**src/rtl/mem_pkg.sv**
```systemverilog
// Shared constants for the unified-memory subsystem: geometry, arbiter
// state/owner encodings and the instruction fields used by the CPU and benches.
package mem_pkg;

   localparam int ADDR_W = 12;
   localparam int DATA_W = 32;

   typedef enum logic [1:0] {
      IDLE = 2'd0,
      ACC  = 2'd1,
      RESP = 2'd2
   } arb_state_t;

   localparam logic OWN_CPU = 1'b0;
   localparam logic OWN_DMA = 1'b1;

   // Instruction fields shared with the CPU decoder and test tasks
   localparam logic [3:0] OP_NOP   = 4'h0;
   localparam logic [3:0] OP_LOAD  = 4'h1;
   localparam logic [3:0] OP_STORE = 4'h2;
   localparam logic [3:0] OP_ADD   = 4'h3;
   localparam logic [3:0] OP_SUB   = 4'h4;
   localparam logic [3:0] OP_AND   = 4'h5;
   localparam logic [3:0] OP_OR    = 4'h6;
   localparam logic [3:0] OP_JMP   = 4'h7;
   localparam logic [3:0] OP_HALT  = 4'hF;

   localparam logic [2:0] CC_ALWAYS = 3'd0;
   localparam logic [2:0] CC_EQ     = 3'd1;
   localparam logic [2:0] CC_NE     = 3'd2;
   localparam logic [2:0] CC_LT     = 3'd3;
   localparam logic [2:0] CC_GE     = 3'd4;

   localparam logic [2:0] REG_R0 = 3'd0;
   localparam logic [2:0] REG_R1 = 3'd1;
   localparam logic [2:0] REG_R2 = 3'd2;
   localparam logic [2:0] REG_R3 = 3'd3;
   localparam logic [2:0] REG_SP = 3'd6;
   localparam logic [2:0] REG_PC = 3'd7;

endpackage

```
**src/rtl/rr_pick2.sv**
```systemverilog
// Two-way round-robin picker: on a tie the requester that did not own the
// last slot wins.
module rr_pick2 (
   input  logic elig_cpu,
   input  logic elig_dma,
   input  logic last_owner,
   output logic valid,
   output logic winner
);
   import mem_pkg::*;

   always_comb begin
      valid = elig_cpu | elig_dma;
      if (elig_cpu && elig_dma)
         winner = (last_owner == OWN_CPU) ? OWN_DMA : OWN_CPU;
      else
         winner = elig_dma ? OWN_DMA : OWN_CPU;
   end

endmodule

```
**src/rtl/mem_arbiter.sv**
```systemverilog
// Shares the single-port unified memory between CPU and DMA: one-cycle memory
// slot (ACC) followed by a registered acknowledge cycle (RESP).
module mem_arbiter #(
   parameter int ADDR_W = mem_pkg::ADDR_W,
   parameter int DATA_W = mem_pkg::DATA_W
) (
   input  logic              clock,
   input  logic              reset_n,
   input  logic              cpu_req,
   input  logic              cpu_we,
   input  logic [ADDR_W-1:0] cpu_addr,
   input  logic [DATA_W-1:0] cpu_wdata,
   output logic              cpu_ack,
   output logic [DATA_W-1:0] cpu_rdata,
   input  logic              dma_req,
   input  logic              dma_we,
   input  logic [ADDR_W-1:0] dma_addr,
   input  logic [DATA_W-1:0] dma_wdata,
   output logic              dma_ack,
   output logic [DATA_W-1:0] dma_rdata,
   output logic              mem_write,
   output logic [ADDR_W-1:0] mem_address,
   output logic [DATA_W-1:0] mem_in_data,
   input  logic [DATA_W-1:0] mem_out_data,
   output logic              owner,
   output logic              busy
);
   import mem_pkg::*;

   arb_state_t        state, state_d;
   logic              mem_write_d, cpu_ack_d, dma_ack_d, owner_d, busy_d;
   logic [ADDR_W-1:0] mem_address_d;
   logic [DATA_W-1:0] mem_in_data_d, cpu_rdata_d, dma_rdata_d;
   logic              pick_valid, pick_winner;

   // A requester whose ack is high still shows the req of the access just served
   rr_pick2 u_pick (
      .elig_cpu   (cpu_req & ~cpu_ack),
      .elig_dma   (dma_req & ~dma_ack),
      .last_owner (owner),
      .valid      (pick_valid),
      .winner     (pick_winner)
   );

   always_ff @(posedge clock or negedge reset_n) begin
      if (!reset_n) begin
         state       <= IDLE;
         mem_write   <= 1'b0;
         mem_address <= '0;
         mem_in_data <= '0;
         cpu_ack     <= 1'b0;
         dma_ack     <= 1'b0;
         cpu_rdata   <= '0;
         dma_rdata   <= '0;
         busy        <= 1'b0;
         owner       <= OWN_DMA;
      end else begin
         state       <= state_d;
         mem_write   <= mem_write_d;
         mem_address <= mem_address_d;
         mem_in_data <= mem_in_data_d;
         cpu_ack     <= cpu_ack_d;
         dma_ack     <= dma_ack_d;
         cpu_rdata   <= cpu_rdata_d;
         dma_rdata   <= dma_rdata_d;
         busy        <= busy_d;
         owner       <= owner_d;
      end
   end

   always_comb begin
      state_d       = state;
      mem_write_d   = 1'b0;
      mem_address_d = mem_address;
      mem_in_data_d = mem_in_data;
      cpu_ack_d     = 1'b0;
      dma_ack_d     = 1'b0;
      cpu_rdata_d   = cpu_rdata;
      dma_rdata_d   = dma_rdata;
      busy_d        = 1'b0;
      owner_d       = owner;
      case (state)
         ACC: begin
            if (owner == OWN_CPU) begin
               cpu_ack_d   = 1'b1;
               cpu_rdata_d = mem_out_data;
            end else begin
               dma_ack_d   = 1'b1;
               dma_rdata_d = mem_out_data;
            end
            state_d = RESP;
         end
         default: begin
            if (pick_valid) begin
               owner_d = pick_winner;
               busy_d  = 1'b1;
               state_d = ACC;
               if (pick_winner == OWN_CPU) begin
                  mem_address_d = cpu_addr;
                  mem_in_data_d = cpu_wdata;
                  mem_write_d   = cpu_we;
               end else begin
                  mem_address_d = dma_addr;
                  mem_in_data_d = dma_wdata;
                  mem_write_d   = dma_we;
               end
            end else begin
               state_d = IDLE;
            end
         end
      endcase
   end

endmodule

```
**config.mk**
```make
export PLATFORM = sky130hd
export DESIGN_NAME = mem_arbiter
export DESIGN_NICKNAME = d
export VERILOG_FILES = /design/src/rtl/mem_pkg.sv /design/src/rtl/rr_pick2.sv /design/src/rtl/mem_arbiter.sv
export SDC_FILE = /design/constraint.sdc
export NUM_CORES = 1
export LEC_CHECK = 0
export BUFFER_PORTS_ARGS = -buffer_cell sky130_fd_sc_hd__buf_2
export CORE_ASPECT_RATIO = 0.7
export CORE_MARGIN = 2
export CORE_UTILIZATION = 35
export DETAILED_ROUTE_END_ITERATION = 10
export PLACE_DENSITY = 0.74
export SLEW_MARGIN = 20
export SYNTH_ARGS = -nofsm -noshare
export SYNTH_HDL_FRONTEND = slang
export SYNTH_SLANG_ARGS = --single-unit
```
**constraint.sdc**
```tcl
create_clock -name clock -period 3.1 [get_ports clock]
set_input_delay 0.62 -clock clock [delete_from_list [all_inputs] [get_ports clock]]
set_output_delay 0.62 -clock clock [all_outputs]
set_load 0.05 [all_outputs]
```
==> results by group <==
Detailed routing
  • WL/cell: 14.7 um
  • Vias per inst: 4.75
  • 1st-iter DRT viols: 162
  • DRC: 0
  • Vias: 3839
  • Routed wire length: 11900 um
  • First drt pass iteration count: 4
  • Final antenna-violating net count: 0

Synth
  • Post-synth EDFFs: 0
  • Top post-synthesis cells by count: 113 x dfrtp_1, 90 x nand2_1, 65 x mux2_2, 44 x a31oi_1, 44 x nor2_1
  • Top FF cell, synth: dfrtp_1
  • Synthesized cell area: 4640 um2
  • Yosys synthesis warning count: 0
  • Synthesized area per cell: 11.8 um2
  • Synth top area cells: dfrtp_1 61%, mux2_2 16%, nand2_1 7.3%, a31oi_1 5.9%, nor2_1 3.6%
  • Syn_nets: 520
  • Top-count cell post-synth: dfrtp_1
  • Asr flop ratio synth: 1.00
  • Synth top area share: 0.610
  • FF+latch count, synth: 114
  • Largest area contributor in the netlist: dfrtp_1
  • Cells after synthesis: 394
  • Sequential fraction of the synthesis area: 0.616
  • Count of different cell masters after synthesis: 20

Clock network
  • Clk Latency, worst-skew pair: 0.40 ns
  • Count of cells resized by post-cts repair: 0
  • H-tree depth: 4
  • CTS hold repair buffers: 0
  • CTS buffer count: 17
  • Clock slew at reported path FFs: 0.06 ns
  • TritonCTS clock tree: done
  • Clk sinks: 114
  • Post-CTS setup buffer count: 0
  • CTS Buffer Depth: 2
  • Clk root buf: clkbuf_16

Global routing
  • Tot GR Track Use: 0.171
  • Largest net degree at the start of global routing: 63
  • Number of global-route vias before repair: 3975
  • First-pass GRT wire length: 19200 um
  • Antenna violations before repair: 0
  • GR Overflow Total: 0

Critical path
  • Buf+Inv Stages, Crit Path: 1
  • Setup crit start kind: flop
  • Setup CP Type: flop to primary output
  • CP max FO: 5
  • Crit path max-delay cell type: dfstp_2
  • Top delay family on crit path: flip-flops
  • Worst path cell trace: buf_2
  • Worst Setup End Kind: primary output
  • CP peak stage delay: 0.59 ns
  • Worst endpoint data arrival time: 1.28 ns
  • Critical Path RT: 2.48 ns

Die
  • Placeable Area: 13100 um2
  • Row cnt: 35
  • Initial Util: 0.355
  • Die H: 100 um
  • Die Span X: 142 um
  • Full die area: 14200 um2
  • I/O Pins: 239

Placed design
  • Post-DP HPWL: 8680 um
  • Port Buffers: 238
  • GPL Wtd Cong: 0.775

STA
  • Max-slew violation count: 0
  • Final Cycle Share: 0.613
  • Pin slew with the least headroom to its limit: 0.962 ns
  • Slew HR: 0.357
  • # setup viols final: 0
  • RSZ-0062 raised after global routing: false
  • Fin Clk Skew: 0.0145 ns
  • Min Clock Period, post-route: 1.90 ns
  • Peak Freq: 526 MHz
  • Fin. Hold Viols: 0
  • TNS Setup: 0 ns

Finish
  • ANT cells: 0
  • Area growth syn-to-layout: 39.2%
  • Share of cells above drive strength 1: 0.538
  • Fill cell count: 1173
  • Nets: 756

Run
  • Max_cap viols: 0

Status
  • Status: complete, no violations

Worst hold path
  • Min-Delay Path Class: input pin to async pin
registers in the layout, indices dropped and copies added, names as in the netlist, 2 cells and up:
register	cells
mem_address	12
dma_rdata	32
mem_in_data	32
cpu_rdata	32
state	2
metrics by stage:
stage / setup WS (ns) / instance area [um2] / instances / hold WS [ns] / utilization
global route: 1.10 / 6450 / 809 / 0.0833 / 0.495
detailed placement: 0.990 / 5900 / 777 / 0.489 / 0.452
global placement: 1.09 / 5900 / 777 / 0.482 / 0.452
finish: 1.20 / 6450 / 809 / 0.0825 / 0.495
floorplan: 1.50 / 4640 / 394 / 0.324 / -
CTS: 1.17 / 6450 / 809 / 0.0763 / 0.495
metal layers:
| layer | up-vias | share of wire | GRT usage |
|---|---|---|---|
| li1 | 1815 | - | - |
| met1 | 1852 | 0.43 | 0.208 |
| met2 | 153 | 0.50 | 0.292 |
| met3 | 19 | 0.059 | 0.0420 |
| met4 | 0 | 0.017 | 0.0754 |
| met5 | - | 0 | 0 |
cell type report:
| class | count | area [um2] | area share |
|---|---|---|---|
| multi-input combinational | 253 | 1590 | 0.247 |
| clock buffer | 20 | 447 | 0.0692 |
| clock inverter | 12 | 109 | 0.0169 |
| inverter | 2 | 7.51 | 0.00116 |
| sequential | 114 | 2850 | 0.442 |
| timing repair buffer | 242 | 1240 | 0.192 |
| tap | 166 | 208 | 0.0322 |
logic make-up after synthesis:
| family | after synthesis | share of synthesized area |
|---|---|---|
| simple gates | 142 | 0.122 |
| mux | 65 | 0.158 |
| buf+inv | 27 | 0.0421 |
| flops | 114 | 0.616 |
| compound gates | 46 | 0.0626 |
worst paths after layout:
path / startpoint / endpoint / slack [ns] / cells after the start
worst max-delay path: owner$_DFFE_PN1P_ / owner / 1.20 / 1
min in group clock: cpu_wdata[15] / mem_in_data[15]$_DFFE_PN0P_ / 0.46 / 3
worst max register to register: state[1]$_DFF_PN0_ / cpu_rdata[16]$_DFFE_PN0P_ / 1.30 / 3
worst min-delay path: reset_n / cpu_rdata[25]$_DFFE_PN0P_ / 0.08 / 1
worst min register to register: dma_rdata[11]$_DFFE_PN0P_ / dma_rdata[11]$_DFFE_PN0P_ / 0.50 / 1
max in group asynchronous: reset_n / mem_in_data[24]$_DFFE_PN0P_ / 2.26 / 2
cells in the final DEF (no fill, tap or decap):
cell	Yosys	final
mux2_2	65	65
buf_12	0	1
and2_2	0	1
dfrtp_1	113	113
nand2_2	2	2
nor2_1	44	44
nand3b_1	1	1
nand2b_4	1	1
nor2_4	0	1
bufinv_16	0	1
clkinv_2	0	3
inv_1	1	1
clkinv_4	0	1
clkbuf_1	0	2
nand2_1	90	90
nor2b_1	1	1
o21a_2	0	1
clkinvlp_4	0	5
nor2b_2	1	1
clkbuf_16	0	17
a31oi_1	44	44
clkbuf_8	0	1
buf_4	5	4
a21boi_0	1	1
dfstp_2	1	1
inv_2	1	1
inv_6	0	2
buf_2	12	237
Power is left out: the tool's default activity adds up to more than one toggle a clock period on the data nets, which glitch-free logic cannot reach.
